$ cat config.mk
export PLATFORM = sky130hd
export DESIGN_NAME = gbt_tx_frameclk_phalgnr_dps_ctrl
export DESIGN_NICKNAME = d
export VERILOG_FILES = /design/src/rtl/gbt_tx_frameclk_phalgnr_pkg.sv /design/src/rtl/gbt_tx_frameclk_phalgnr_sync.sv /design/src/rtl/gbt_tx_frameclk_phalgnr_dps_ctrl.sv
export SDC_FILE = /design/constraint.sdc
export NUM_CORES = 1
export LEC_CHECK = 0
export ABC_AREA = 1
export CAP_MARGIN = 20
export CORE_MARGIN = 5
export CORE_UTILIZATION = 50
export CTS_BUF_LIST = sky130_fd_sc_hd__clkbuf_2
export DETAILED_ROUTE_END_ITERATION = 10
export GPL_TIMING_DRIVEN = 0
export PLACE_DENSITY = 0.82
export SYNTH_ARGS = -nofsm -noshare
export SYNTH_HDL_FRONTEND = slang
export SYNTH_SLANG_ARGS = --single-unit
$ cat constraint.sdc
create_clock -name scanclk -period 3.9 [get_ports scanclk]
set_clock_uncertainty 0.15 [all_clocks]
set_input_delay 1.17 -clock scanclk [delete_from_list [all_inputs] [get_ports scanclk]]
set_output_delay 1.17 -clock scanclk [all_outputs]
set_load 0.02 [all_outputs]
$ cat src/rtl/gbt_tx_frameclk_phalgnr_pkg.sv
// Shared types and default constants for the GBT TX frame-clock phase aligner
// dynamic-phase-shift (DPS) controller.
package gbt_tx_frameclk_phalgnr_pkg;

  localparam int unsigned STEPS_PER_CYCLE_DEF = 144;
  localparam int unsigned TIMEOUT_DEF         = 255;

  typedef enum logic [2:0] {
    IDLE,
    CALC,
    EN,
    WAIT_LO,
    WAIT_HI,
    NEXT
  } state_t;

endpackage

$ cat src/rtl/gbt_tx_frameclk_phalgnr_sync.sv
// Two-flop synchronizer for a single asynchronous level, with the reset value
// chosen per instance so the synced level idles at its inactive state.
module gbt_tx_frameclk_phalgnr_sync #(
  parameter logic RST_VAL = 1'b0
) (
  input  logic clk,
  input  logic rst_n,
  input  logic d,
  output logic q
);

  logic meta;

  // NOTE: sequential state is always assigned with <= so every flop samples
  // the pre-edge value of its neighbour, which is what makes this a 2-stage chain.
  always_ff @(posedge clk or negedge rst_n) begin
    if (!rst_n) begin
      meta <= RST_VAL;
      q    <= RST_VAL;
    end else begin
      meta <= d;
      q    <= meta;
    end
  end

endmodule

$ cat src/rtl/gbt_tx_frameclk_phalgnr_dps_ctrl.sv
// Steps the PLL frame-clock counter phase one DPS step at a time, taking the
// shortest way round the frame-clock period to reach the requested position.
module gbt_tx_frameclk_phalgnr_dps_ctrl
  import gbt_tx_frameclk_phalgnr_pkg::*;
#(
  parameter int unsigned STEPS_PER_CYCLE = STEPS_PER_CYCLE_DEF,
  parameter int unsigned TIMEOUT         = TIMEOUT_DEF,
  parameter logic [4:0]  CNTSEL_VAL      = 5'd0
) (
  input  logic       scanclk,
  input  logic       rst_n,
  input  logic       locked,
  input  logic       start,
  input  logic [7:0] target_phase,
  input  logic       phase_done,
  output logic       phase_en,
  output logic       updn,
  output logic [4:0] cntsel,
  output logic       busy,
  output logic       done,
  output logic       error,
  output logic [7:0] cur_phase
);

  localparam int unsigned TMO_W = $clog2(TIMEOUT + 2);
  localparam logic [8:0]  STEPS9 = 9'(STEPS_PER_CYCLE);
  localparam logic [8:0]  HALF9  = 9'(STEPS_PER_CYCLE / 2);
  localparam logic [7:0]  LAST   = 8'(STEPS_PER_CYCLE - 1);
  localparam logic [TMO_W-1:0] TMO_MAX = TMO_W'(TIMEOUT);

  logic locked_s;
  logic pd_s;

  gbt_tx_frameclk_phalgnr_sync #(.RST_VAL(1'b0)) u_sync_locked (
    .clk   (scanclk),
    .rst_n (rst_n),
    .d     (locked),
    .q     (locked_s)
  );

  gbt_tx_frameclk_phalgnr_sync #(.RST_VAL(1'b1)) u_sync_phase_done (
    .clk   (scanclk),
    .rst_n (rst_n),
    .d     (phase_done),
    .q     (pd_s)
  );

  state_t           state_q, state_d;
  logic             busy_q, busy_d;
  logic             done_q, done_d;
  logic             error_q, error_d;
  logic             en_q, en_d;
  logic             updn_q, updn_d;
  logic [7:0]       cur_q, cur_d;
  logic [7:0]       tgt_q, tgt_d;
  logic [7:0]       rem_q, rem_d;
  logic [1:0]       en_cnt_q, en_cnt_d;
  logic [TMO_W-1:0] tmo_q, tmo_d;

  logic [8:0] tgt9, cur9, diff9;
  logic       go_up;

  // Shortest signed distance round the period, kept in 9 bits so the
  // wrap-around sum never overflows.
  always_comb begin
    tgt9  = {1'b0, tgt_q};
    cur9  = {1'b0, cur_q};
    diff9 = (tgt9 >= cur9) ? (tgt9 - cur9) : (tgt9 + STEPS9 - cur9);
    go_up = (diff9 <= HALF9);
  end

  always_comb begin
    // NOTE: every variable gets its default first, so no path leaves one
    // unassigned and no latch is inferred.
    state_d  = state_q;
    busy_d   = busy_q;
    done_d   = 1'b0;
    error_d  = error_q;
    en_d     = 1'b0;
    updn_d   = updn_q;
    cur_d    = cur_q;
    tgt_d    = tgt_q;
    rem_d    = rem_q;
    en_cnt_d = en_cnt_q;
    tmo_d    = tmo_q;

    if (!locked_s) begin
      // Loss of lock invalidates the tracked phase; abort whatever was running.
      state_d  = IDLE;
      busy_d   = 1'b0;
      cur_d    = '0;
      rem_d    = '0;
      en_cnt_d = '0;
      tmo_d    = '0;
      if (busy_q) error_d = 1'b1;
    end else begin
      unique case (state_q)
        IDLE: begin
          if (start) begin
            state_d = CALC;
            busy_d  = 1'b1;
            error_d = 1'b0;
            tgt_d   = target_phase;
          end
        end
        CALC: begin
          if (tgt9 >= STEPS9) begin
            state_d = IDLE;
            busy_d  = 1'b0;
            error_d = 1'b1;
          end else if (diff9 == 9'd0) begin
            state_d = IDLE;
            busy_d  = 1'b0;
            done_d  = 1'b1;
          end else begin
            state_d  = EN;
            updn_d   = go_up;
            rem_d    = go_up ? diff9[7:0] : 8'(STEPS9 - diff9);
            en_cnt_d = '0;
          end
        end
        EN: begin
          // First EN cycle gives updn a cycle of setup before phase_en rises.
          en_d     = 1'b1;
          en_cnt_d = en_cnt_q + 2'd1;
          if (en_cnt_q == 2'd2) begin
            en_d     = 1'b0;
            en_cnt_d = '0;
            tmo_d    = '0;
            state_d  = WAIT_LO;
          end
        end
        WAIT_LO, WAIT_HI: begin
          if (state_q == WAIT_LO && !pd_s) begin
            state_d = WAIT_HI;
            tmo_d   = tmo_q + 1'b1;
          end else if (state_q == WAIT_HI && pd_s) begin
            state_d = NEXT;
            rem_d   = rem_q - 8'd1;
            if (updn_q) cur_d = (cur_q == LAST) ? 8'd0 : cur_q + 8'd1;
            else        cur_d = (cur_q == 8'd0) ? LAST : cur_q - 8'd1;
          end else if (tmo_q >= TMO_MAX) begin
            state_d = IDLE;
            busy_d  = 1'b0;
            error_d = 1'b1;
          end else begin
            tmo_d = tmo_q + 1'b1;
          end
        end
        NEXT: begin
          if (rem_q != 8'd0) begin
            state_d  = EN;
            en_cnt_d = '0;
          end else begin
            state_d = IDLE;
            busy_d  = 1'b0;
            done_d  = 1'b1;
          end
        end
        default: state_d = IDLE;
      endcase
    end
  end

  always_ff @(posedge scanclk or negedge rst_n) begin
    if (!rst_n) begin
      state_q  <= IDLE;
      busy_q   <= 1'b0;
      done_q   <= 1'b0;
      error_q  <= 1'b0;
      en_q     <= 1'b0;
      updn_q   <= 1'b0;
      cur_q    <= '0;
      tgt_q    <= '0;
      rem_q    <= '0;
      en_cnt_q <= '0;
      tmo_q    <= '0;
    end else begin
      state_q  <= state_d;
      busy_q   <= busy_d;
      done_q   <= done_d;
      error_q  <= error_d;
      en_q     <= en_d;
      updn_q   <= updn_d;
      cur_q    <= cur_d;
      tgt_q    <= tgt_d;
      rem_q    <= rem_d;
      en_cnt_q <= en_cnt_d;
      tmo_q    <= tmo_d;
    end
  end

  assign phase_en  = en_q;
  assign updn      = updn_q;
  assign cntsel    = CNTSEL_VAL;
  assign busy      = busy_q;
  assign done      = done_q;
  assign error     = error_q;
  assign cur_phase = cur_q;

endmodule

== After elaboration in Yosys (flattened, before gate mapping) ==
Cells that the tools add are included.
Storage, ports and cells
  input bits: 13
  register bits: 47
  word-level logic and storage cells: 140
  output and inout port bits: 18
Cells by class
  reductions and logical operators: 18
  order comparisons: 4
  equality and inequality tests: 30
  add/sub/neg operators: 9
  bitwise gates (word level): 2
  multiplexer cells: 62
Operator list (number)
  $mux 8: 13
  $mux 9: 6
  $ne 3x3->1 const B: 13
  $mux 1: 22
  $ne 4x4->1 const B: 5
  $mux 3: 6
  $pmux 9 s2: 1
  $mux 2: 8
  $pmux 8 s2: 1
  $sub 8x1->8 const B: 2
  $pmux 3 s5: 1
  $reduce_and 7->1: 2
  $reduce_and 4->1: 3
  $ne 5x5->1 const B: 2
  $add 8x8->9 const B: 1
  $add 9x1->9 const B: 1
  $ge 9x8->1 const B: 1
  $le 9x7->1 const B: 1
  $logic_not 9->1: 1
  $reduce_and 3->1: 3
  $sub 8x8->9: 1
  $sub 9x8->9: 1
  $add 8x1->8 const B: 1
  $eq 8x8->1 const B: 1
  22 further kinds: 28

== Logic depth before layout (Yosys ltp) ==
Gate-level depths: netlist of run 1.
  depth after elaboration: 9
  gate-level depth with buffers: 24
  mapped depth without buffers: 24

== Cells and area by module ==
From an unflattened synthesis of run 1, not the netlist that was laid out.
Unflattened totals
  cell total of the unflattened synthesis: 615
  area, all modules: 4145.2 sq um
By module, submodules not included
  gbt_tx_frameclk_phalgnr_dps_ctrl: instances 1, area each 4042.6 sq um, cells each 611, sequential area each 1076.0 sq um
  gbt_tx_frameclk_phalgnr_sync at u_sync_phase_done: instances 1, area each 52.6 sq um, cells each 2, sequential area each 52.6 sq um
  gbt_tx_frameclk_phalgnr_sync at u_sync_locked: instances 1, area each 50.0 sq um, cells each 2, sequential area each 50.0 sq um

== Worst setup path before layout of run 1 ==
Ideal clock, no wire load.
  path kind: reg2reg
  start: reg cur_q[3], in the netlist cur_phase[3]
  end: reg rem_q[2]
  arrival: 2.949 ns
  path slack: 0.684 ns
  period minus slack after synthesis: 3.216 ns
  path buffers: 1
  stages on the path, launching flop included: 21
  data required time: 3.634 ns
  setup time: 0.116 ns
  path through: dfrtp_1 > clkinv_1 > ha_1 > inv_1 > fa_1 > or2_2 > nand2_1 > nand2_1 > nand2_1 > nand3_1 > nand2_4 > nand3_2 > nor2_2 > nand3_2 > nand2_2 > nand2_4 > nand2_4 > buf_6 > nor2_2 > nand2_1 > nand2_1
Between the ends
  longest elaborated chain between the ends: 8
  elaborated cells between the ends (all ways): 14
  classes of those cells: add/sub (3); order compare (2); eq/ne (1); mux (6); reduce/logical (2)
Ends and longest elaborated chain
  start, declared: line gbt_tx_frameclk_phalgnr_dps_ctrl.sv:54  | logic [7:0] cur_q, cur_d;
  start signal, assigned: line gbt_tx_frameclk_phalgnr_dps_ctrl.sv:185  | cur_q <= cur_d;
  $sub 9x8->9 (tied with other cells): line gbt_tx_frameclk_phalgnr_dps_ctrl.sv:68  | diff9 = (tgt9 >= cur9) ? (tgt9 - cur9) : (tgt9 + STEPS9 - cur9);
  $mux 9 *: line gbt_tx_frameclk_phalgnr_dps_ctrl.sv:68
  $le 9x7->1 or $sub 8x8->8 (tied branches): line gbt_tx_frameclk_phalgnr_dps_ctrl.sv:69, gbt_tx_frameclk_phalgnr_dps_ctrl.sv:118
  $mux 8: line gbt_tx_frameclk_phalgnr_dps_ctrl.sv:118  | rem_d = go_up ? diff9[7:0] : 8'(STEPS9 - diff9);
  $mux 8: line gbt_tx_frameclk_phalgnr_dps_ctrl.sv:111  | end else if (diff9 == 9'd0) begin
  $mux 8: line gbt_tx_frameclk_phalgnr_dps_ctrl.sv:107  | if (tgt9 >= STEPS9) begin
  $pmux 8 s2: line gbt_tx_frameclk_phalgnr_dps_ctrl.sv:97  | unique case (state_q)
  $mux 8: line gbt_tx_frameclk_phalgnr_dps_ctrl.sv:87  | if (!locked_s) begin
  end signal, assigned: line gbt_tx_frameclk_phalgnr_dps_ctrl.sv:187  | rem_q <= rem_d;
  end, declared: line gbt_tx_frameclk_phalgnr_dps_ctrl.sv:56  | logic [7:0] rem_q, rem_d;
Mark *: on every way between the ends. The rest lies on a longest branch, timed or not. The select of a mux whose other input is x is not followed.
A chain may end at the register's enable or synchronous reset.

== Final worst setup path of run 1 ==
  start: reg cur_q[2], in the netlist cur_phase[2]
  end: reg rem_q[2]
Between the ends
  longest elaborated chain between the ends: 8
  elaborated cells between the ends (all ways): 14
  classes of those cells: add/sub (3); order compare (2); eq/ne (1); mux (6); reduce/logical (2)
Ends and longest elaborated chain (line)
  $sub 9x8->9 (tied with other cells): gbt_tx_frameclk_phalgnr_dps_ctrl.sv:68
  $mux 9 *: gbt_tx_frameclk_phalgnr_dps_ctrl.sv:68
  $sub 8x8->8 or $le 9x7->1 (tied branches): gbt_tx_frameclk_phalgnr_dps_ctrl.sv:118, gbt_tx_frameclk_phalgnr_dps_ctrl.sv:69
  $mux 8: gbt_tx_frameclk_phalgnr_dps_ctrl.sv:118
  $mux 8: gbt_tx_frameclk_phalgnr_dps_ctrl.sv:111
  $mux 8: gbt_tx_frameclk_phalgnr_dps_ctrl.sv:107
  $pmux 8 s2: gbt_tx_frameclk_phalgnr_dps_ctrl.sv:97
  $mux 8: gbt_tx_frameclk_phalgnr_dps_ctrl.sv:87
Marks and branches as above.

==> metrics.md, run 1 <==
| Metric | Value |
|---|---|
| Status | completed |
| Leakage | 0.00237 uW |
| Site row count | 33 |
| Cell count after synthesis | 611 |
| Worst relative slew slack | 0.643 |
| Finished Cell Area | 4580 um2 |
| Aggregate negative setup slack | 0 ns |
| Initial antenna violation count | 0 |
| Final core occ | 0.563 |
| Vias in the first global route | 3,699 |
| RSZ-0062 raised after global routing | no |
| Nets | 692 |
| Net Sw Frac | 0.570 |
| Port Buffer Count | 25 |
| Mean Syn Cell Area | 6.75 um2 |
| Via Count | 4,010 |
| Drt wl/cell | 12.6 um |
| Clk sinks | 47 |
| FMAX | 276 MHz |
| Switch Pwr | 2250 uW |
| Worst-path cell chain | clkinv_1 -> ha_1 -> inv_1 -> fa_1 -> inv_1 -> nand2_1 -> nand2_1 -> nand3b_1 -> nand2_1 -> nand2_1 -> nand3_1 -> nand2_1 -> nor2_2 -> nand3_2 -> nand2_2 -> nand2_4 -> nand2_4 -> buf_6 -> nor2_2 -> nand2_1 -> nand2_1 |
| R2R depth | 21 |
| Top cell by count, worst path | nand2_1 |
| RR Endpoint | rem_q[2] |
| Core footprint | 8130 um2 |
| Non-filler instance count after layout | 754 |
| Pint | 1700 uW |
| Setup Buffers After CTS | 0 |
| Total GRT Usage | 0.195 |
| R2R Path Start | cur_phase[2] |
| Hold_sp | u_sync_phase_done.meta |
| Area Overhead vs Synth | 11.0% |
| Arrival time of the worst setup path | 3.82 ns |
| Crit share post-route | 0.930 |
| Pin count of the biggest net entering global routing | 38 |
| Layout cells sized above 1 | 0.0863 |
| CP max stage cell | ha_1 |
| Latest clock arrival within the worst-skew pair | 0.40 ns |
| Area of the multi-input gates | 2540 um2 |
| P per Cell Area | 862 nW/um2 |
| Least-Margin Pin Slew | 0.531 ns |
| CP Max Fanout | 10 |
| CP required | 4.09 ns |
| Number of remaining DRC errors | 0 |
| Die Height | 101 um |
| Final setup fails | 0 |
| Crit end category | register |
| Placement Cell Area | 4530 um2 |
| Tot Pwr | 3940 uW |
| Yosys cell types | 46 |
| Post-cts sizing count | 0 |
| Total Wirelength | 9.51 mm |
| Post-synthesis sequential area ratio | 0.286 |
| Post-DP HPWL | 7.71 mm |
| Via density | 5.32 |
| Fin. max-slew vios | 0 |
| Die width | 101 um |
| Hold Crit Depth | 0 |
| Placed cells | 746 |
| Primary FF master, synth | dfrtp_1 |
| Hold EP | u_sync_phase_done.q |
| Reg area | 1180 um2 |
| Comb pwr share | 0.771 |
| Htree depth | 2 |
| CP peak stage delay | 0.51 ns |
| Diodes inserted | 0 |
| CTS tree | done |
| IO Count | 31 |
| Synth Warn # | 0 |
| HP Class | reg -> reg |
| Maximum root-to-sink buffer count | 2 |
| DR pass1 iterations | 6 |
| Total grt overflow | 0 |
| Startpoint types | register |
| Clk pwr share | 0.051 |
| Routability cong. | 0.892 |
| CTS buffer count | 5 |
| Initial core utilization | 0.507 |
| Synth Cell Area | 4120 um2 |
| Register share of total power | 0.178 |
| Max IR drop VDD | 0.366 mV |
| Post-synth ARST share | 1.00 |
| Fillers | 728 |
| Setup CP Type | reg -> reg |
| Final antenna-violating net count | 0 |
| Final hold viol count | 0 |
| Hold Buf Count CTS | 0 |
| Register clock-pin slew on the reported worst setup and hold paths | 0.24 ns |
| Final min period | 3.63 ns |
| First-pass GRT wire length | 16.4 mm |
| Die area | 10,200 um2 |
| Number of synthesized register bits | 47 |
| Root buffer cell | clkbuf_2 |
| DR iter-0 viols | 244 |
| Reg2Reg Setup Slack | 0.27 ns |
| Number of synthesized flops with an enable pin | 0 |
| MaxCap Viol Count | 0 |
[worst max-delay path, delay by kind of cell (launching register included)]
| kind | cells | cell delay, ns |
|---|---|---|
| fa+ha+maj | 2 | 0.95 |
| simple gates | 15 | 1.43 |
| flops | 1 | 0.46 |
| buf+inv | 4 | 0.57 |
[cells by family (layout without fill, tap and decap cells)]
logic type / after synthesis / count (layout) / share of synthesized area
xor gates and xnor gates: 11 / 11 / 0.0234
adders and majority gates: 31 / 31 / 0.107
and+or+nand+nor: 342 / 342 / 0.372
buffers and inverters: 104 / 138 / 0.102
DFF: 47 / 47 / 0.286
AOI/OAI and AO/OA: 75 / 75 / 0.109
other: 1 / 5 / 0.000910
[state kept, by name, indices dropped and copies added (netlist names)]
| name | count |
|---|---|
| u_sync_phase_done.q | 1 |
| state_q | 3 |
| rem_q | 8 |
| busy | 1 |
| done | 1 |
| error | 1 |
| updn | 1 |
| tgt_q | 8 |
| phase_en | 1 |
| u_sync_phase_done.meta | 1 |
| en_cnt_q | 2 |
| cur_phase | 8 |
| u_sync_locked.q | 1 |
| tmo_q | 9 |
| u_sync_locked.meta | 1 |
[cell usage in the layout (no fill, tap or decap), drive strengths merged, types with 2 or more instances in the layout]
master	count
conb	5
xor2	9
buf	10
clkbuf	10
o21ai	34
dfrtp	45
nand2	192
nor2	71
nor3	13
a22oi	2
a31oi	3
inv	88
or2	2
nand3b	4
fa	7
a211oi	2
a21oi	24
dfstp	2
clkdlybuf4s50	24
o22ai	4
nand4	8
nor3b	2
xnor2	2
clkinv	5
nand3	49
ha	24
[through the flow]
step,hold WS [ns],setup slack [ns]
2_1_floorplan,0.181,0.684
3_3_place_gp,0.187,0.178
3_5_place_dp,0.190,0.336
4_1_cts,0.224,0.306
5_1_grt,0.236,0.0175
6_report,0.223,0.274
[layer usage]
layer  vias to the layer above  global-route usage  part of all wire  wire length (um)
li1                       2014                   -                 -                 -
met1                      1842               0.274              0.45              4280
met2                       141               0.323              0.48              4540
met3                        13              0.0173             0.060               575
met4                         0              0.0528             0.012               117
met5                         -                   0                 0                 0
[power by group through the flow]
stage	Clock [uW]	Sequential, uW	Combinational [uW]
2_1_floorplan	0	708	2390
3_3_place_gp	0	706	2910
5_1_grt	232	722	3460
3_5_place_dp	0	710	3010
6_report	200	704	3040
4_1_cts	206	702	3020
[final cells by class]
cell class | count | area share
Timing Repair Buffer | 26 | 0.0580
Buffer | 12 | 0.0161
Clock buffer | 6 | 0.00656
Multi-Input combinational cell | 464 | 0.555
Clock inverter | 2 | 0.00273
Sequential cell | 47 | 0.258
Inverter | 92 | 0.0757
Tap cell | 105 | 0.0287
[Yosys cell counts (7+ instances only)]
cell type / count / share of area
ha_1: 24 / 0.073
fa_1: 7 / 0.034
xor2_1: 9 / 0.019
a21oi_1: 23 / 0.028
nor3_1: 12 / 0.015
nor2_1: 64 / 0.058
dfrtp_1: 45 / 0.27
nand2_1: 179 / 0.16
nor2_2: 7 / 0.011
nand2_2: 7 / 0.011
inv_1: 86 / 0.078
o21ai_0: 31 / 0.038
nand4_1: 8 / 0.012
nand3_1: 43 / 0.052
[how the worst max path moves through the flow]
stage,start,to,slack (ns),cells past startpoint
detailed placement,cur_phase[2],rem_q[2],0.34,21
global route,cur_phase[2],rem_q[3],0.02,20
finish,cur_phase[2],rem_q[2],0.27,21
global placement,rst_n,rem_q[2],0.18,1
floorplan,cur_phase[3],rem_q[2],0.68,20
CTS,cur_phase[2],rem_q[2],0.31,21
(Power assumes the default switching activity.)
==> run 2, diff against run 1 <==
Settings changed: CORE_ASPECT_RATIO set to 0.7.
==> metrics.md, run 2 (synthesized netlist as in run 1, its figures left out) <==
| Metric | Value |
|---|---|
| Hold_sp | u_sync_phase_done.meta |
| Reg with most FFs | tmo_q |
| Port Buffer Count | 25 (unchanged) |
| Met1 Use GR | 0.281 (+0.00653) |
| Aggregate negative setup slack | 0 ns (unchanged) |
| Crit path from | cur_phase[2] |
| CP peak stage delay | 0.52 ns (about the same) |
| Total Wirelength | 10.0 mm (+5.3%) |
| Site row count | 27 (-18%) |
| Register clock-pin slew on the reported worst setup and hold paths | 0.26 ns (+0.02 ns) |
| Total grt overflow | 0 (unchanged) |
| Finished Cell Area | 4580 um2 (about the same) |
| Arrival time of the worst setup path | 3.80 ns (-0.02 ns) |
| Initial antenna violation count | 0 (unchanged) |
| Met2 usage in global routing | 0.302 (-0.0203) |
| Area Overhead vs Synth | 11.1% (about the same) |
| CP required | 4.12 ns (+0.03 ns) |
| Latest clock arrival within the worst-skew pair | 0.45 ns (+0.05 ns) |
| CP Max Fanout | 10 (unchanged) |
| Number of remaining DRC errors | 0 (unchanged) |
| DR iter-0 viols | 327 (+34%) |
| Placement Cell Area | 4530 um2 (-0.11%) |
| Post-DP HPWL | 7.93 mm (+2.9%) |
| Fillers | 713 (-2.1%) |
| Final setup fails | 0 (unchanged) |
| Total GRT Usage | 0.192 (-0.00303) |
| Nets | 692 (unchanged) |
| Die width | 119 um (+18%) |
| Most common cell after layout, fill and taps aside | nand2_1 |
| First-pass GRT wire length | 16.5 mm (+0.63%) |
| Die Height | 86.0 um (-15%) |
| Pin count of the biggest net entering global routing | 41 (+7.9%) |
| Startpoint types | register |
| Leakage | 0.00237 uW (about the same) |
| P per Cell Area | 877 nW/um2 (+1.8%) |
| GR met3 Demand/Resource | 0.0316 (+0.0143) |
| Setup Buffers After CTS | 0 (unchanged) |
| Vias in the first global route | 3,614 (-2.3%) |
| Via Count | 4,029 (+0.47%) |
| Core footprint | 7940 um2 (-2.4%) |
| Fin. max-slew vios | 0 (unchanged) |
| DR pass1 iterations | 5 (-1) |
| Final antenna-violating net count | 0 (unchanged) |
| Htree depth | 2 (unchanged) |
| Final min period | 3.58 ns (-0.0416 ns) |
| Commonest non-fill, non-tap cells in the layout | nand2_1, inv_1, nor2_1 |
| Maximum root-to-sink buffer count | 2 (unchanged) |
| HP Class | reg -> reg |
| Die area | 10,200 um2 (+0.28%) |
| R2R Path Start | cur_phase[2] |
| Layout cells sized above 1 | 0.0878 (+0.00154) |
| Max IR drop VDD | 0.386 mV (+5.3%) |
| Drt wl/cell | 13.3 um (+5.8%) |
| Crit share post-route | 0.919 (-0.0107) |
| Final hold viol count | 0 (unchanged) |
| Top cell by count, worst path | nand2_1 |
| Setup CP Type | reg -> reg |
| Final core occ | 0.577 (+0.0140) |
| Initial core utilization | 0.519 (+0.0125) |
| RSZ-0062 raised after global routing | no |
| Worst-path cell chain | clkinv_1 -> ha_2 -> inv_1 -> fa_1 -> inv_1 -> nand2_1 -> nand2_1 -> nand3b_1 -> nand2_1 -> nand2_1 -> nand3_1 -> nand2_1 -> nor2_2 -> nand3_2 -> nand2_2 -> nand2_4 -> nand2_4 -> buf_6 -> nor2_2 -> nand2_1 -> nand2_1 |
| IO Count | 31 (unchanged) |
| Status | completed |
| WP buf/inv | 4 (unchanged) |
| Kind of cell adding the most delay to the critical path | simple AND/OR/NAND/NOR gates |
| CP max stage cell | ha_2 |
| MaxCap Viol Count | 0 (unchanged) |
| Routability cong. | 0.925 (+3.7%) |
| Tot Pwr | 4020 uW (+1.8%) |
| Root buffer cell | clkbuf_2 |
| Max FFs per register | 9 (unchanged) |
| Crit end category | register |
| Hold Buf Count CTS | 0 (unchanged) |
| Via density | 5.37 (+1.0%) |
| FMAX | 279 MHz (+1.2%) |
| Grt peak-use layer | met2 |
| CTS tree | done |
| Diodes inserted | 0 (unchanged) |
| CTS buffer count | 5 (unchanged) |
| Clk sinks | 47 (unchanged) |
[run 2: area by class of cell]
class	instances	area, um2	share of cell area
Clock inverter	2	16.3	0.00355
Multi-Input combinational cell	464	2540	0.555
Buffer	12	73.8	0.0161
Inverter	92	347	0.0757
Sequential cell	47	1180	0.258
Tap cell	101	126	0.0276
Timing Repair Buffer	26	265	0.0580
Clock buffer	6	30.0	0.00656
[run 2: timing repair]
item	4_1_cts	5_1_grt
hold endpoints to repair	0	0
setup endpoints to repair	0	1
resized for setup	0	1
[run 2: metrics by stage]
stage / std cells / worst slack [ns] / hold slack, ns
floorplan: 615 / 0.684 / 0.181
global placement: 741 / 0.161 / 0.183
detailed placement: 742 / 0.382 / 0.185
CTS: 750 / 0.352 / 0.227
global route: 750 / 0.0146 / 0.233
finish: 750 / 0.316 / 0.227
[run 2: power by group]
part           switching [uW]  internal (uW)
Clock                     177           49.3
Combinational            2030           1060
Sequential                102            603
Total                    2310           1710
[run 2: worst paths after layout]
kind	to	cells after the start	slack, ns
hold / removal	u_sync_phase_done.q	0	0.23
min in group asynchronous	rem_q[7]	1	0.36
max in group asynchronous	u_sync_phase_done.q	2	2.69
setup reg to reg	rem_q[2]	21	0.32
setup / recovery	rem_q[2]	21	0.32
hold reg to reg	u_sync_phase_done.q	0	0.23
[run 2: layer usage]
layer,share of wire,up-vias
met5,0,-
met4,0.013,0
met3,0.071,16
met2,0.43,148
met1,0.49,1854
li1,-,2011
==> run 3, diff against run 2 <==
Settings changed: ABC_CLOCK_PERIOD_IN_PS set to 3900, SKIP_CTS_REPAIR_TIMING set to 1.
==> results of run 3 <==
No change in the layout: final DEF, timing and power equal those of run 2.
